--- config.mk ---
export PLATFORM = sky130hd
export DESIGN_NAME = uart_tx_arb
export DESIGN_NICKNAME = d
export VERILOG_FILES = /design/src/rtl/uart_tx_arb.sv
export SDC_FILE = /design/constraint.sdc
export NUM_CORES = 1
export LEC_CHECK = 0
export BUFFER_PORTS_ARGS = -buffer_cell sky130_fd_sc_hd__buf_2
export CORE_MARGIN = 4
export CORE_UTILIZATION = 52
export CTS_BUF_LIST = sky130_fd_sc_hd__clkbuf_8 sky130_fd_sc_hd__clkbuf_16
export CTS_CLUSTER_SIZE = 28
export DETAILED_ROUTE_END_ITERATION = 16
export PLACE_DENSITY = 0.9
export SLEW_MARGIN = 20
export SYNTH_ARGS = -nofsm -noshare
export SYNTH_HDL_FRONTEND = slang
export SYNTH_SLANG_ARGS = --single-unit
--- constraint.sdc ---
create_clock -name clk -period 4.6 [get_ports clk]
set_input_delay 1.38 -clock clk [delete_from_list [all_inputs] [get_ports clk]]
set_output_delay 1.38 -clock clk [all_outputs]
set_load 0.1 [all_outputs]
--- src/rtl/uart_tx_arb.sv ---
// Four-port round-robin byte arbiter feeding a single UART transmitter.
// A granted port keeps the transmitter until its last byte or a request-gap timeout.
`timescale 1ns/1ps
module uart_tx_arb #(
   parameter int unsigned max_gap = 16
) (
   input  logic        clk,
   input  logic        rst_n,
   input  logic [3:0]  i_req,
   input  logic [31:0] i_data,
   input  logic [3:0]  i_last,
   output logic [3:0]  o_ack,
   output logic [7:0]  o_tx_data,
   output logic        o_tx_req,
   input  logic        i_tx_cts,
   input  logic        i_tx_idle,
   output logic [1:0]  o_grant,
   output logic        o_busy,
   output logic        o_abort,
   output logic [15:0] o_msg_count
);

   localparam logic [1:0] S_IDLE   = 2'd0;
   localparam logic [1:0] S_LOCKED = 2'd1;
   localparam logic [1:0] S_DRAIN  = 2'd2;

   localparam logic [7:0] GAP_LIMIT = 8'(max_gap);

   logic [1:0]  r_state;
   logic [1:0]  r_rr_ptr;
   logic [1:0]  r_grant;
   logic [7:0]  r_gap;
   logic [15:0] r_msg_count;
   logic        r_abort;

   logic        w_locked;
   logic        w_port_req;
   logic        w_port_last;
   logic [7:0]  w_port_byte;
   logic        w_xfer;
   logic        w_gap_hit;
   logic [1:0]  w_sel;
   logic [1:0]  w_idx;
   logic        w_found;

   assign w_locked    = (r_state == S_LOCKED);
   assign w_port_req  = i_req[r_grant];
   assign w_port_last = i_last[r_grant];
   assign w_port_byte = i_data[{r_grant, 3'b000} +: 8];
   assign w_xfer      = w_locked && w_port_req && i_tx_cts;
   // Timeout fires on the edge where the gap count would reach the limit.
   assign w_gap_hit   = w_locked && !w_port_req && ((r_gap + 8'd1) == GAP_LIMIT);

   // First requesting port at or after the round-robin pointer.
   always_comb begin
      w_sel   = '0;
      w_idx   = '0;
      w_found = 1'b0;
      for (int unsigned i = 0; i < 4; i++) begin
         w_idx = r_rr_ptr + 2'(i);
         if (!w_found && i_req[w_idx]) begin
            w_sel   = w_idx;
            w_found = 1'b1;
         end
      end
   end

   always_ff @(posedge clk or negedge rst_n) begin
      if (!rst_n) begin
         r_state     <= S_IDLE;
         r_rr_ptr    <= '0;
         r_grant     <= '0;
         r_gap       <= '0;
         r_msg_count <= '0;
         r_abort     <= 1'b0;
      end else begin
         r_abort <= 1'b0;
         case (r_state)
            S_IDLE: begin
               if (w_found) begin
                  r_grant <= w_sel;
                  r_gap   <= '0;
                  r_state <= S_LOCKED;
               end
            end
            S_LOCKED: begin
               if (w_xfer) begin
                  r_gap <= '0;
                  if (w_port_last) begin
                     r_state     <= S_DRAIN;
                     r_rr_ptr    <= r_grant + 2'd1;
                     r_msg_count <= r_msg_count + 16'd1;
                  end
               end else if (!w_port_req) begin
                  r_gap <= r_gap + 8'd1;
                  if (w_gap_hit) begin
                     r_state  <= S_DRAIN;
                     r_abort  <= 1'b1;
                     r_rr_ptr <= r_grant + 2'd1;
                  end
               end
            end
            S_DRAIN: begin
               if (i_tx_idle) begin
                  r_state <= S_IDLE;
               end
            end
            default: r_state <= S_IDLE;
         endcase
      end
   end

   assign o_ack       = w_xfer ? (4'b0001 << r_grant) : '0;
   assign o_tx_req    = w_locked && w_port_req;
   assign o_tx_data   = w_locked ? w_port_byte : '0;
   assign o_grant     = r_grant;
   assign o_busy      = (r_state != S_IDLE);
   assign o_abort     = r_abort;
   assign o_msg_count = r_msg_count;

endmodule

==> reports/qor.txt <==
crit end category = output pin
CTS resizes = 0
Data arrival, critical path = 2.78 ns
Site Rows = 22
Final Hold Vio Count = 0
post-synthesis sequential area ratio = 39.6%
fillers = 283
Placer Congestion = 0.787
Critical-path top delay cell = mux4_2
total power divided by cell area = 719 nW/µm²
Synth Instances = 188
drt wl/cell = 14.6 µm
# nets final = 316
area of the die = 4810 µm²
DRT Pass-1 Iters = 4
Buffers on Ports = 76
crit-path leading delay family = multiplexers
max_cap viols = 0
Worst slew margin = 52.7%
Core Footprint = 3660 µm²
clock buffer depth = 2
cts hold-fix bufs = 0
critical path class = in2out
clock skew = 0.00533 ns
DR iter-0 viols = 86
gr usage total = 19.6%
vias per inst = 5.50
Crit path largest cell delay = 0.54 ns
warnings from Yosys = 0
first-pass GRT wire length = 7630 µm
Routed Antenna Nets = 0
Post-synth ARST share = 100%
post-synth cell types = 41
final wirelength = 4590 µm
Post-Synthesis Net Count = 239
highest net fanout along the worst path = 7
Hold Path Class = reg2reg
Area Growth Syn to Fin = 26.2%
CTS H-Tree Depth = 2
Slew Limit Fails = 0
gr ovfl total = 0
Setup crit start kind = primary input
CTS tree = built
fin crit share = 90.5%
n_diodes = 0
pin count of the biggest net entering global routing = 32
Num CTS Buffers = 5
worst vdd rail ir drop = 0.000547 V
Chip Height = 69.4 µm
dpl ws = 0.430 ns
Yosys reg bits = 31
area of the multi-input gates = 1130 µm²
predominant post-synthesis flop cell = dfrtp_1
dpl hpwl = 3580 µm
status = completed
Clock Pin Slew Worst Setup and Hold Paths = 0.06 ns
# IOs = 77
syn avg cell area = 10.4 µm²
worst path cell trace = buf_2 -> mux4_2 -> and3_1 -> and2_1 -> buf_2
Clock Latency Late Sink = 0.28 ns
Max Freq = 240 MHz
starting density of the core = 53.5%
initial antenna violation count = 0
Worst Tran Pin Value = 0.708 ns
Final min period = 4.16 ns
setup bufs post-CTS = 0
via count = 1726
buffer and inverter count on the worst path = 2
smallest hold slack = 0.487 ns
Mapped Area = 1960 µm²
WP data required = 3.22 ns
die width = 69.4 µm
share of cells above drive strength 1 = 37.6%
CP most frequent cell = buf_2
CTS root buffer = clkbuf_8
final setup violation count = 0
RSZ-0062 raised after global routing = no
vias in the first global route = 1759
setup ws final = 0.439 ns
EDFF count, synth = 0
CTS Sinks = 31
register area = 776 µm²
Lkg Pwr = 1.23 nW
Remaining DRCs = 0
final setup TNS = 0 ns
-- kinds of logic (layout without fill, tap and decap cells) --
kind of cell	after synthesis	in the layout	synth area share (%)
AOI/OAI and AO/OA	30	30	10.1
xor gates and xnor gates	17	17	7.60
adders and majority gates	7	7	4.47
buffers and inverters	11	89	2.56
DFF	31	31	39.6
muxes	14	14	14.1
and+or+nand+nor	78	78	21.6
-- worst paths after layout --
check / startpoint / to / slack (ns) / cells past startpoint
max reg2reg: o_grant[0]$_DFFE_PN0P_ / r_rr_ptr[1]$_DFFE_PN0P_ / 2.19 / 6
max: i_req[3] / o_ack[1] / 0.44 / 5
max in group asynchronous: rst_n / r_gap[6]$_DFFE_PN0P_ / 3.04 / 1
min: o_msg_count[13]$_DFFE_PN0P_ / o_msg_count[13]$_DFFE_PN0P_ / 0.49 / 1
min reg2reg: o_msg_count[13]$_DFFE_PN0P_ / o_msg_count[13]$_DFFE_PN0P_ / 0.49 / 1
min in group asynchronous: rst_n / o_msg_count[0]$_DFFE_PN0P_ / 1.13 / 1
-- cell usage after synthesis, drive strengths merged (4+ instances only) --
cell	instances	area share [%]
o21ai	15	3.8
ha	7	4.5
buf	4	1.2
nand4	5	1.6
a21oi	4	1.2
and2	16	5.1
nand2b	4	1.3
dfrtp	31	40
nand3	8	2.0
xnor2	16	7.2
inv	4	0.77
or2	4	1.3
nand2	16	3.1
and3	9	2.9
mux4	10	12
nor2	9	1.7
-- registers in the layout, indices dropped and copies added (netlist names) --
signal / count
o_grant: 2
o_abort: 1
r_state: 2
r_rr_ptr: 2
r_gap: 8
o_msg_count: 16
-- metrics by stage --
stage	cells	instance area [µm²]	power (mW)	utilization [%]
after floorplan	188	1960	1.37	-
after global placement	306	2370	1.54	64.8
after detailed placement	306	2370	1.56	64.8
after CTS	314	2470	1.79	67.5
after global routing	314	2470	1.87	67.5
final	314	2470	1.78	67.5
-- cells in the final DEF, fill, tap and decap left out, types with 2 or more instances in the layout --
| master | count |
|---|---|
| a21oi_1 | 3 |
| a31oi_1 | 3 |
| and2_1 | 15 |
| and3_1 | 9 |
| and4_1 | 2 |
| buf_2 | 76 |
| clkbuf_8 | 7 |
| dfrtp_1 | 31 |
| ha_1 | 7 |
| inv_1 | 5 |
| mux2i_1 | 2 |
| mux4_2 | 9 |
| nand2_1 | 16 |
| nand2b_1 | 4 |
| nand3_1 | 8 |
| nand4_1 | 5 |
| nor2_1 | 9 |
| o21ai_0 | 15 |
| o22ai_1 | 2 |
| or2_2 | 3 |
| xnor2_1 | 16 |
-- worst reg2reg max path, delay by kind of cell, from the launching register on --
kind,cells,cell delay (ns)
AOI/OAI and AO/OA,2,0.43
muxes,2,0.93
DFF,1,0.32
buffers and inverters,1,0.25
and+or+nand+nor,1,0.36
-- power breakdown --
| group | leakage (nW) | switching [mW] | total [mW] | internal, mW |
|---|---|---|---|---|
| logic | 0.766 | 0.879 | 1.15 | 0.275 |
| clock network | 0.0557 | 0.0957 | 0.230 | 0.134 |
| registers | 0.413 | 0.0680 | 0.392 | 0.324 |
-- metal layers --
layer	share of wire [%]	track usage (%)	up-vias
met5	0	0	-
met4	1.5	6.51	0
met3	8.3	6.38	6
met2	50	33.9	66
met1	40	22.8	824
li1	-	-	830
-- final cells by class --
cell class                 instances  area share, %
clock buffer                       7           3.90
clock inverter                     1          0.152
inverter                           4          0.608
multi-input combinational        146           45.8
sequential                        31           31.4
tap                               48           2.43
timing repair buffer              77           15.7
(Power assumes the default switching activity.)
